`src/rtl/booth4_arb.sv`:
```
// Two-requester arbiter sharing one radix-4 Booth 4x4 multiplier,
// with round-robin grant and an in-order result FIFO.

module booth4 (
  input  logic [3:0] a_i,
  input  logic [3:0] b_i,
  output logic [7:0] z_o
);

  logic [7:0] a_x;

  function automatic logic [7:0] pp(
    input logic [2:0] d,
    input logic [7:0] a
  );
    logic [7:0] r;
    r = '0;
    case (d)
      3'b001, 3'b010: r = a;
      3'b011:         r = a << 1;
      3'b100:         r = -(a << 1);
      3'b101, 3'b110: r = -a;
      default:        r = '0;
    endcase
    return r;
  endfunction

  assign a_x = {{4{a_i[3]}}, a_i};
  assign z_o = pp({b_i[1:0], 1'b0}, a_x)
             + (pp(b_i[3:1], a_x) << 2);

endmodule

module booth4_arb #(
  parameter int DEPTH = 2
) (
  input  logic       clk,
  input  logic       rst_n,
  input  logic       req0_valid_i,
  input  logic [3:0] a0_i,
  input  logic [3:0] b0_i,
  output logic       req0_ready_o,
  input  logic       req1_valid_i,
  input  logic [3:0] a1_i,
  input  logic [3:0] b1_i,
  output logic       req1_ready_o,
  output logic       out_valid_o,
  input  logic       out_ready_i,
  output logic [7:0] out_z_o,
  output logic       out_id_o,
  output logic       busy_o
);

  localparam int AW = $clog2(DEPTH);
  localparam int CW = AW + 1;

  logic [CW-1:0]         count_q, count_d;
  logic [AW-1:0]         wr_q, rd_q;
  logic                  last_q;
  logic [DEPTH-1:0][7:0] z_q;
  logic [DEPTH-1:0]      id_q;

  logic       grant0, grant1, not_full;
  logic       acc0, acc1, push, pop;
  logic [3:0] a_m, b_m;
  logic [7:0] prod;

  // last_q==1 means requester 1 went last, so 0 wins a tie
  assign grant0 = req0_valid_i
                & (~req1_valid_i | last_q);
  assign grant1 = req1_valid_i
                & (~req0_valid_i | ~last_q);

  assign not_full     = count_q < CW'(DEPTH);
  assign req0_ready_o = rst_n & grant0 & not_full;
  assign req1_ready_o = rst_n & grant1 & not_full;

  assign acc0 = req0_valid_i & req0_ready_o;
  assign acc1 = req1_valid_i & req1_ready_o;
  assign push = acc0 | acc1;
  assign pop  = out_valid_o & out_ready_i;

  assign a_m = grant1 ? a1_i : a0_i;
  assign b_m = grant1 ? b1_i : b0_i;

  booth4 u_mul (
    .a_i (a_m),
    .b_i (b_m),
    .z_o (prod)
  );

  assign count_d = count_q + CW'(push) - CW'(pop);

  assign out_valid_o = count_q != '0;
  assign out_z_o  = out_valid_o ? z_q[rd_q] : 8'h00;
  assign out_id_o = out_valid_o & id_q[rd_q];
  assign busy_o   = rst_n
                  & (req0_valid_i | req1_valid_i | out_valid_o);

  always_ff @(posedge clk or negedge rst_n) begin
    if (!rst_n) begin
      count_q <= '0;
      wr_q    <= '0;
      rd_q    <= '0;
      last_q  <= 1'b1;
      z_q     <= '0;
      id_q    <= '0;
    end else begin
      count_q <= count_d;
      if (push) begin
        z_q[wr_q]  <= prod;
        id_q[wr_q] <= acc1;
        wr_q       <= wr_q + AW'(1);
        last_q     <= acc1;
      end
      if (pop) begin
        rd_q <= rd_q + AW'(1);
      end
    end
  end

endmodule

```
`config.mk`:
```
export PLATFORM = sky130hd
export DESIGN_NAME = booth4_arb
export DESIGN_NICKNAME = d
export VERILOG_FILES = /design/src/rtl/booth4_arb.sv
export SDC_FILE = /design/constraint.sdc
export NUM_CORES = 1
export LEC_CHECK = 0
export CORE_ASPECT_RATIO = 1.2
export CORE_MARGIN = 2
export CORE_UTILIZATION = 45
export DETAILED_ROUTE_END_ITERATION = 10
export PLACE_DENSITY = 0.84
export RECOVER_POWER = 100
export SLEW_MARGIN = 15
export SYNTH_ARGS = -nofsm -noshare
export SYNTH_HDL_FRONTEND = slang
export SYNTH_SLANG_ARGS = --single-unit
```
`constraint.sdc`:
```
create_clock -name clk -period 3.3 [get_ports clk]
set_input_delay 0.66 -clock clk [delete_from_list [all_inputs] [get_ports clk]]
set_output_delay 0.66 -clock clk [all_outputs]
set_load 0.01 [all_outputs]
```
-- After elaboration in Yosys (flattened, before gate mapping)
Cells that the tools add are included.
- bits in registers: 23
- bits of input ports: 21
- output and inout port bits: 13
- logic and storage cells: 65
- add/sub/neg operators: 7
- magnitude comparators: 4
- eq/ne operators: 9
- muxes and demuxes: 15
- bitwise operators: 19
- reductions and logical operators: 4
- operator list (cell ; number):
    $mux 8 ; 4
    $pmux 6 s4 ; 1
    $pmux 8 s3 ; 1
    $bwmux 16 ; 1
    $neg 8->8 ; 2
    $and 1x1->1 ; 11
    $eq 3x3->1 const B ; 3
    $add 8x8->8 ; 1
    $demux 8 s1 ; 1
    $mux 4 ; 2
    $eq 3x2->1 const B ; 2
    $or 1x1->1 ; 5
    $eq 2x2->1 const B ; 2
    $lt 1x2->1 const B ; 2
    $reduce_or 2->1 ; 2
    $eq 3x1->1 const B ; 1
    $mux 1 ; 3
    $not 1->1 ; 3
    $add 1x1->1 const B ; 2
    $add 2x1->2 ; 1
    $bwmux 2 ; 1
    $eq 2x1->1 const B ; 1
    $lt 2x2->1 const B ; 1
    $reduce_bool 2->1 ; 1
    other kinds (4) ; 4

-- Depth between registers and ports, before layout
- depth in word-level cells: 9
- mapped depth: 17
- gate-level depth less buffers: 15

-- By module
Synthesis repeated with hierarchy kept, for this count alone.
- cells, all modules: 193
- area, all modules: 1864.3 um^2
- by module, submodules not included (module ; instances ; cells each ; area an instance (um^2) ; seq. area each (um^2)):
    booth4_arb ; 1 ; 96 ; 1179.9 ; 576.8
    booth4 ; 1 ; 97 ; 684.4 ; 0.0

-- Worst setup path before layout
No wires, ideal clock.
- path type: input to register
- start point: input port req1_valid_i
- end point: register z_q[15] (netlist name)
- library setup time: 95 ps
- data arrival time: 3419 ps
- required time: 3205 ps
- path slack: -215 ps
- stages on the path: 15
- cell sequence: a21boi_2 > buf_6 > buf_2 > mux2i_1 > ha_1 > xnor2_1 > o21a_1 > inv_1 > ha_1 > a21o_1 > a21oi_1 > o21ai_0 > a21o_1 > and3_4 > o31ai_1
- longest elaborated chain between the ends: 7
- elaborated cells between the ends (all ways): 30
- ends and longest elaborated chain (what ; line ; text):
    from (decl) ; 43 ; input logic req1_valid_i,
    parallel branches: the longest is 7 deep, another holds $neg 8->8 ; n/a ;
    to (signal, indexed assignment) ; 111 ; z_q[wr_q] <= prod;
    to (decl) ; 60 ; logic [DEPTH-1:0][7:0] z_q;
Parallel ways; which one is timed is not known.
A chain may end at the register's enable or synchronous reset.

-- Final worst setup path
- start point: input port a1_i[3]
- end point: register z_q[7] (netlist name)
- longest elaborated chain between the ends: 5
- elaborated cells between the ends (all ways): 7
- ends and longest elaborated chain (what ; line ; text):
    from (decl) ; 44 ; input logic [3:0] a1_i,
    $mux 4 * ; 83 ; assign a_m = grant1 ? a1_i : a0_i;
    $neg 8->8, on equally long branches ; 22, 21 ;
    $pmux 6 s4 / $pmux 8 s3 (equally long branches) ; 18 ; case (d)
    $add 8x8->8 * ; 30 ; + (pp(b_i[3:1], a_x) << 2);
    $bwmux 16 * ; 111 ;
Every way passes the cells marked *; elsewhere a longest branch is shown, timed or not.

==> metrics.yaml <==
status:
  status: "finished, final reports clean"
sta:
  slew_headroom_pct: 55.8
  tightest_slew_ns: 0.663
  final-setup-viol-count: 0
  clock_skew_ns: 0.00700
  max_freq_ghz: 0.316
  fin_crit_ns: 3.16
  maxSlewViolCount: 0
  hold_violations: 0
  timing.final.ws_setup_ns: 0.135
  finalCritPeriodShare_pct: 95.9
yosys:
  ys_warn_count: 0
  yosys-top-cells-area: "dfrtp_1 31%, mux2i_1 9.7%, ha_1 6.4%, nand2_1 6.4%, o21ai_0 6.0%"
  synth-seq-cells: 23
  ys_seq_area_share_pct: 32.8
  avgSynthCellArea_um2: 8.74
  synth_ff_type: "dfrtp_1"
  async_flop_share_pct: 100
  synth_area_leader_cell: "dfrtp_1"
  synthesis.nets: 232
  netlist_top_cells_count: "30 x nand2_1, 22 x dfrtp_1, 21 x nor2_1, 21 x o21ai_0, 17 x mux2i_1"
  synth_cell_types: 42
  yosysTopAreaCellShare_pct: 31.3
  synthCells: 201
  synth_edf_count: 0
  synth_most_common_cell: "nand2_1"
  syn-cell-area_mm2: 0.00176
power_and_ir_drop:
  intPower_uw: 1090
  combPwrFrac_pct: 61.1
  peakVddDrop_mv: 0.243
  power.total_uw: 1810
  p_clk_share_pct: 9.6
  swShare_pct: 39.8
  p_sw_uw: 720
  p_per_area_mw_per_mm2: 671
  power.share.sequential_pct: 29.3
  p_leak_uw: 0.00133
cells_and_area:
  multi_input_area_mm2: 0.00126
  ff_latch_area_um2: 577
  fillers: 270
  area_growth_pct: 53.6
  diodes: 0
  drive_gt1_share_pct: 31.9
  fin_area_mm2: 0.00270
  nNetsFinal: 314
routing:
  drt-initial-drc-count: 76
  drc: 0
  drtAntennaViolNets: 0
  post_drt_wl_per_cell_um: 14.3
  drtPass1Iterations: 4
  drt_wl_total_um: 4760
  via_count: 1787
  via_per_inst: 5.35
clock_tree:
  clock_sinks: 23
  cts_tree: "yes"
  clockBufferDepth: 2
  cts_buffers: 3
  clockRootBuffer: "clkbuf_8"
  clk_latency_ns: 0.26
  htreeDepth: 1
  clkTransAtPathRegs_ns: 0.08
placed_design:
  hpwlAfterDp_um: 3430
  port_buffers: 33
  pre_cts_ws_ns: -0.609
  placed_area_mm2: 0.00249
  globalplace.congestion: 0.942
critical_path:
  crit_chain: "clkdlybuf4s50_1 > mux2_4 > inv_2 > ha_4 > nor2_1 > o21ai_1 > o21a_1 > inv_1 > ha_1 > a21o_1 > a21oi_2 > o21ai_2 > a21o_1 > and3_4 > o31ai_2"
  critPathTopFamily: "compound AO/OA/AOI/OAI gates"
  cp_common_cell: "a21o_1"
  crit_buf_inv: 3
  crit_fanout: 3
  slowest_delay_ns: 0.50
  r2r_start: "last_q"
  cp_data_required_time_ns: 3.48
  critPathArrivalTime_ns: 3.34
  crit_slowest_cell: "clkdlybuf4s50_1"
  reg2regPathDepth: 15
  path_depth: 15
  endpoint_kind: "flop"
  rr_endpoint: "z_q[7]"
  startpoint_type: "primary input"
  rrSetupSlack_ns: 0.20
  setup.worst_path.start: "a1_i[3]"
  setup.worst_path.class: "primary input to flop"
floorplanning:
  die_w_um: 61.0
  core_mm2: 0.00369
  num_io_pins: 34
  die_area_mm2: 0.00442
  start_util_pct: 47.6
  die_height_um: 72.4
  fp-row-count: 24
hold_path:
  hold_path_class: "flop to flop"
  hold_depth: 2
  min_to: "z_q[2]"
  min-delay-start: "z_q[2]"
global_route:
  grt_usage_pct: 21.3
  antenna_found_initial: 0
  grt_max_degree: 25
  grt_overflow_total: 0
  grt_pass1_vias: 1838
  grt_pass1_wl_um: 7450
run:
  cap_violations: 0
## cell usage in the layout, fill, tap and decap left out, types with 3 or more instances in the layout
cell type        netlist  final
buf_4                  0     44
nand2_1               30     30
dfrtp_1               22     22
nor2_1                21     20
dlygate4sd3_1          0     14
mux2i_1               17     13
o21ai_0               21     12
clkdlybuf4s50_1        0     11
inv_1                 10      9
mux2_2                 9      8
o21ai_1                0      7
xor2_1                 6      6
ha_1                   9      6
dlymetal6s2s_1         0      6
a21o_1                 5      5
o22ai_1                4      4
xnor2_1                5      4
mux2i_4                0      3
a21oi_1                6      3
clkbuf_8               0      3
buf_6                  1      3
## logic make-up after synthesis
kind of cell / share of synthesized area (%)
fa+ha+maj: 7.55
buf+inv: 3.70
mux: 16.2
flops: 32.8
xor+xnor: 5.48
simple gates: 16.5
compound gates: 17.7
## area by class of cell
class / instances / share of cell area (%)
timing repair buffer: 82 / 26.3
clock buffer: 3 / 1.53
inverter: 10 / 1.39
multi-input combinational: 163 / 46.8
tap: 52 / 2.41
sequential: 23 / 21.4
clock inverter: 1 / 0.185
## worst register-to-register path, delay by kind of cell, from the launching register on
family                     cells  cell delay [ns]
and+or+nand+nor                3             0.54
AOI/OAI and AO/OA              5             0.61
DFF                            1             0.58
adders and majority gates      2             0.53
xor gates and xnor gates       1             0.17
buffers and inverters          3             0.40
muxes                          1             0.19
## worst max-delay path by stage
stage	to	slack, ns
global route	z_q[7]	-0.05
floorplan	z_q[15]	0.01
detailed placement	z_q[7]	-0.61
CTS	z_q[7]	0.02
finish	z_q[7]	0.14
global placement	z_q[15]	-0.51
## sequential cells by signal (all words and copies together), names as in the netlist
name and count:
id_q 2, wr_q 1, z_q 16, count_q 2, rd_q 1, last_q 1
## power groups by stage
stage / clock network [µW] / registers (µW) / logic [µW]
finish: 174 / 531 / 1110
CTS: 172 / 531 / 1080
floorplan: 0 / 481 / 645
global route: 181 / 551 / 1230
global placement: 0 / 524 / 1010
detailed placement: 0 / 533 / 1050
## metrics by stage
stage / util [%] / instances / setup TNS [ns] / hold WS, ns
after CTS: 70.1 / 329 / 0 / 0.486
final: 73.1 / 334 / 0 / 0.486
after global placement: 67.4 / 324 / -2.93 / 0.459
after detailed placement: 67.4 / 324 / -3.67 / 0.466
after global routing: 73.1 / 334 / -0.0491 / 0.514
after floorplan: - / 201 / 0 / 0.364
## metal layers
| layer | routed length [µm] | global-route usage, % | vias to the layer above |
|---|---|---|---|
| li1 | - | - | 866 |
| met3 | 149 | 1.60 | 19 |
| met1 | 1870 | 23.7 | 844 |
| met4 | 170 | 8.21 | 0 |
| met5 | 0 | 0 | - |
| met2 | 2580 | 40.3 | 58 |
## timing repair
action                                  in CTS  in global routing
gates cloned                                 0                  0
endpoints found under the hold margin        0                  0
gates resized for setup                     19                 26
hold buffers                                 0                  0
pin swaps                                   10                 12
endpoints found under the setup margin       8                  6
buffers inserted                             1                  5
(Power assumes the default switching activity.)
==> RTL edit: new RTL, same settings <==
Reset style: synchronous (`rst_n`), changed in one clocked block.
--- a/src/rtl/booth4_arb.sv
+++ b/src/rtl/booth4_arb.sv
@@ -97,7 +97,7 @@
   assign busy_o   = rst_n
                   & (req0_valid_i | req1_valid_i | out_valid_o);
 
-  always_ff @(posedge clk or negedge rst_n) begin
+  always_ff @(posedge clk) begin
     if (!rst_n) begin
       count_q <= '0;
       wr_q    <= '0;
Function: differs if rst_n is asserted again (counterexample within 4 cycles, from zero or initial values and one cycle with rst_n low); with rst_n held inactive, the same outputs for 10 cycles.
==> RTL edit against the unedited design <==
  * The flow now finishes with violations (negative setup slack)
  * Total power decreased by 28%
  * Wire length increased by 21%
  * First-iteration DRC count increased by 55%
  * Core utilization increased by 2.0 points
  * Clock skew decreased by 0.0057 ns
  * Area after synthesis increased by 2.6%
  * Sequential cell count unchanged
  * Die area increased by 2.5%
  * Critical path depth decreased by 2
  * Maximum frequency decreased by 4.8%
  * Count of clock-buffer cells in the layout unchanged
  * Cell area increased by 7.9%
  * Setup slack got worse by 0.16 ns
  * Highest routed layer unchanged
==> RTL edit: results (changes against the unedited design) <==
* Status: finished with violations
* Failing checks: negative setup slack
* Placed cell area at 2545 sq um (+2.3%)
* Maximum VDD drop at 216.2 uV (-11%)
* Routed wire per std cell at 15.40 um (+8.0%)
* GRT Total Usage at 25.28% (+3.9 points)
* 1st-iter DRT viols at 118 (+55%)
* Critical Path AT at 3.53 ns (+0.19 ns)
* Final HPWL from detailed placement at 3704 um (+7.9%)
* Synth area leaders: dfxtp_1 26%, mux2i_1 10%, ha_1 6.2%
* CP max FO at 4 (+1)
* Fillers at 276 (+2.2%)
* Largest net degree at the start of global routing at 24 (-4.0%)
* Crit-path slowest cell: or4_4
* Final worst slack at -0.02582 ns (-0.1612 ns)
* Comb power frac at 58.4% (-2.7 points)
* Final cell count without fillers at 374 (+12%)
* Asr flop ratio synth at 0% (-100 points)
* RePlAce Congestion at 0.8516 (-9.6%)
* Count of cell types in the netlist at 47 (+12%)
* Finish-stage setup viols at 1 (+1)
* Via count at 2092 (+17%)
* TritonRoute pass-1 iters at 5 (+1)
* Syn_nets at 261 (+13%)
* Layout Nets at 352 (+12%)
* Switch Pwr at 0.4978 mW (-31%)
* CP top delay family: simple AND/OR/NAND/NOR gates
* First-pass GRT wire length at 8873 um (+19%)
* LEAKAGE at 1.279 nW (-3.9%)
RTL edit: metrics by stage:
| stage | hold WS (ns) | setup TNS [ns] | setup slack (ns) |
|---|---|---|---|
| detailed placement | 0.4656 | -6.127 | -0.8254 |
| global placement | 0.4532 | -5.643 | -0.7676 |
| floorplan | 0.4429 | -0.5933 | -0.2859 |
| finish | 0.4799 | -0.02582 | -0.02582 |
| global route | 0.4943 | -0.1936 | -0.08333 |
| CTS | 0.4829 | -0.001939 | -0.001939 |
RTL edit: metal layers:
layer	track usage, %	part of all wire, %	up-vias
met2	49.12	55	100
li1	-	-	1005
met1	25.62	36	960
met4	11.11	4.3	0
met5	0	0	-
met3	2.817	5.2	27
RTL edit: cell type report:
type / instances / share of cell area [%]
clock buffers: 3 / 1.418
clock inverters: 1 / 0.1718
inverters: 12 / 1.632
multi-input cells: 184 / 49.83
flip-flops and latches: 23 / 15.81
well taps: 54 / 2.320
repair buffers: 97 / 28.82
RTL edit: path summary, 6_finish.rpt:
path	slack (ns)	end	cells past startpoint	startpoint
min	0.48	z_q[12]	2	z_q[12]
max reg2reg	0.11	z_q[15]	16	last_q
max	-0.03	z_q[15]	13	a0_i[3]
min reg2reg	0.48	z_q[12]	2	z_q[12]
RTL edit: kinds of logic (layout without fill, tap and decap cells):
| logic type | Yosys count | count (layout) |
|---|---|---|
| and+or+nand+nor | 79 | 79 |
| DFF | 23 | 23 |
| adders and majority gates | 10 | 10 |
| xor gates and xnor gates | 10 | 10 |
| buffers and inverters | 23 | 113 |
| AOI/OAI and AO/OA | 60 | 60 |
| muxes | 25 | 25 |
RTL edit: timing repair:
action                                 CTS  global route
pin swaps                               15            14
setup buffers                           10             7
setup endpoints to repair               10             6
resized for setup                       36            17
endpoints found under the hold margin    0             0
hold buffers                             0             0
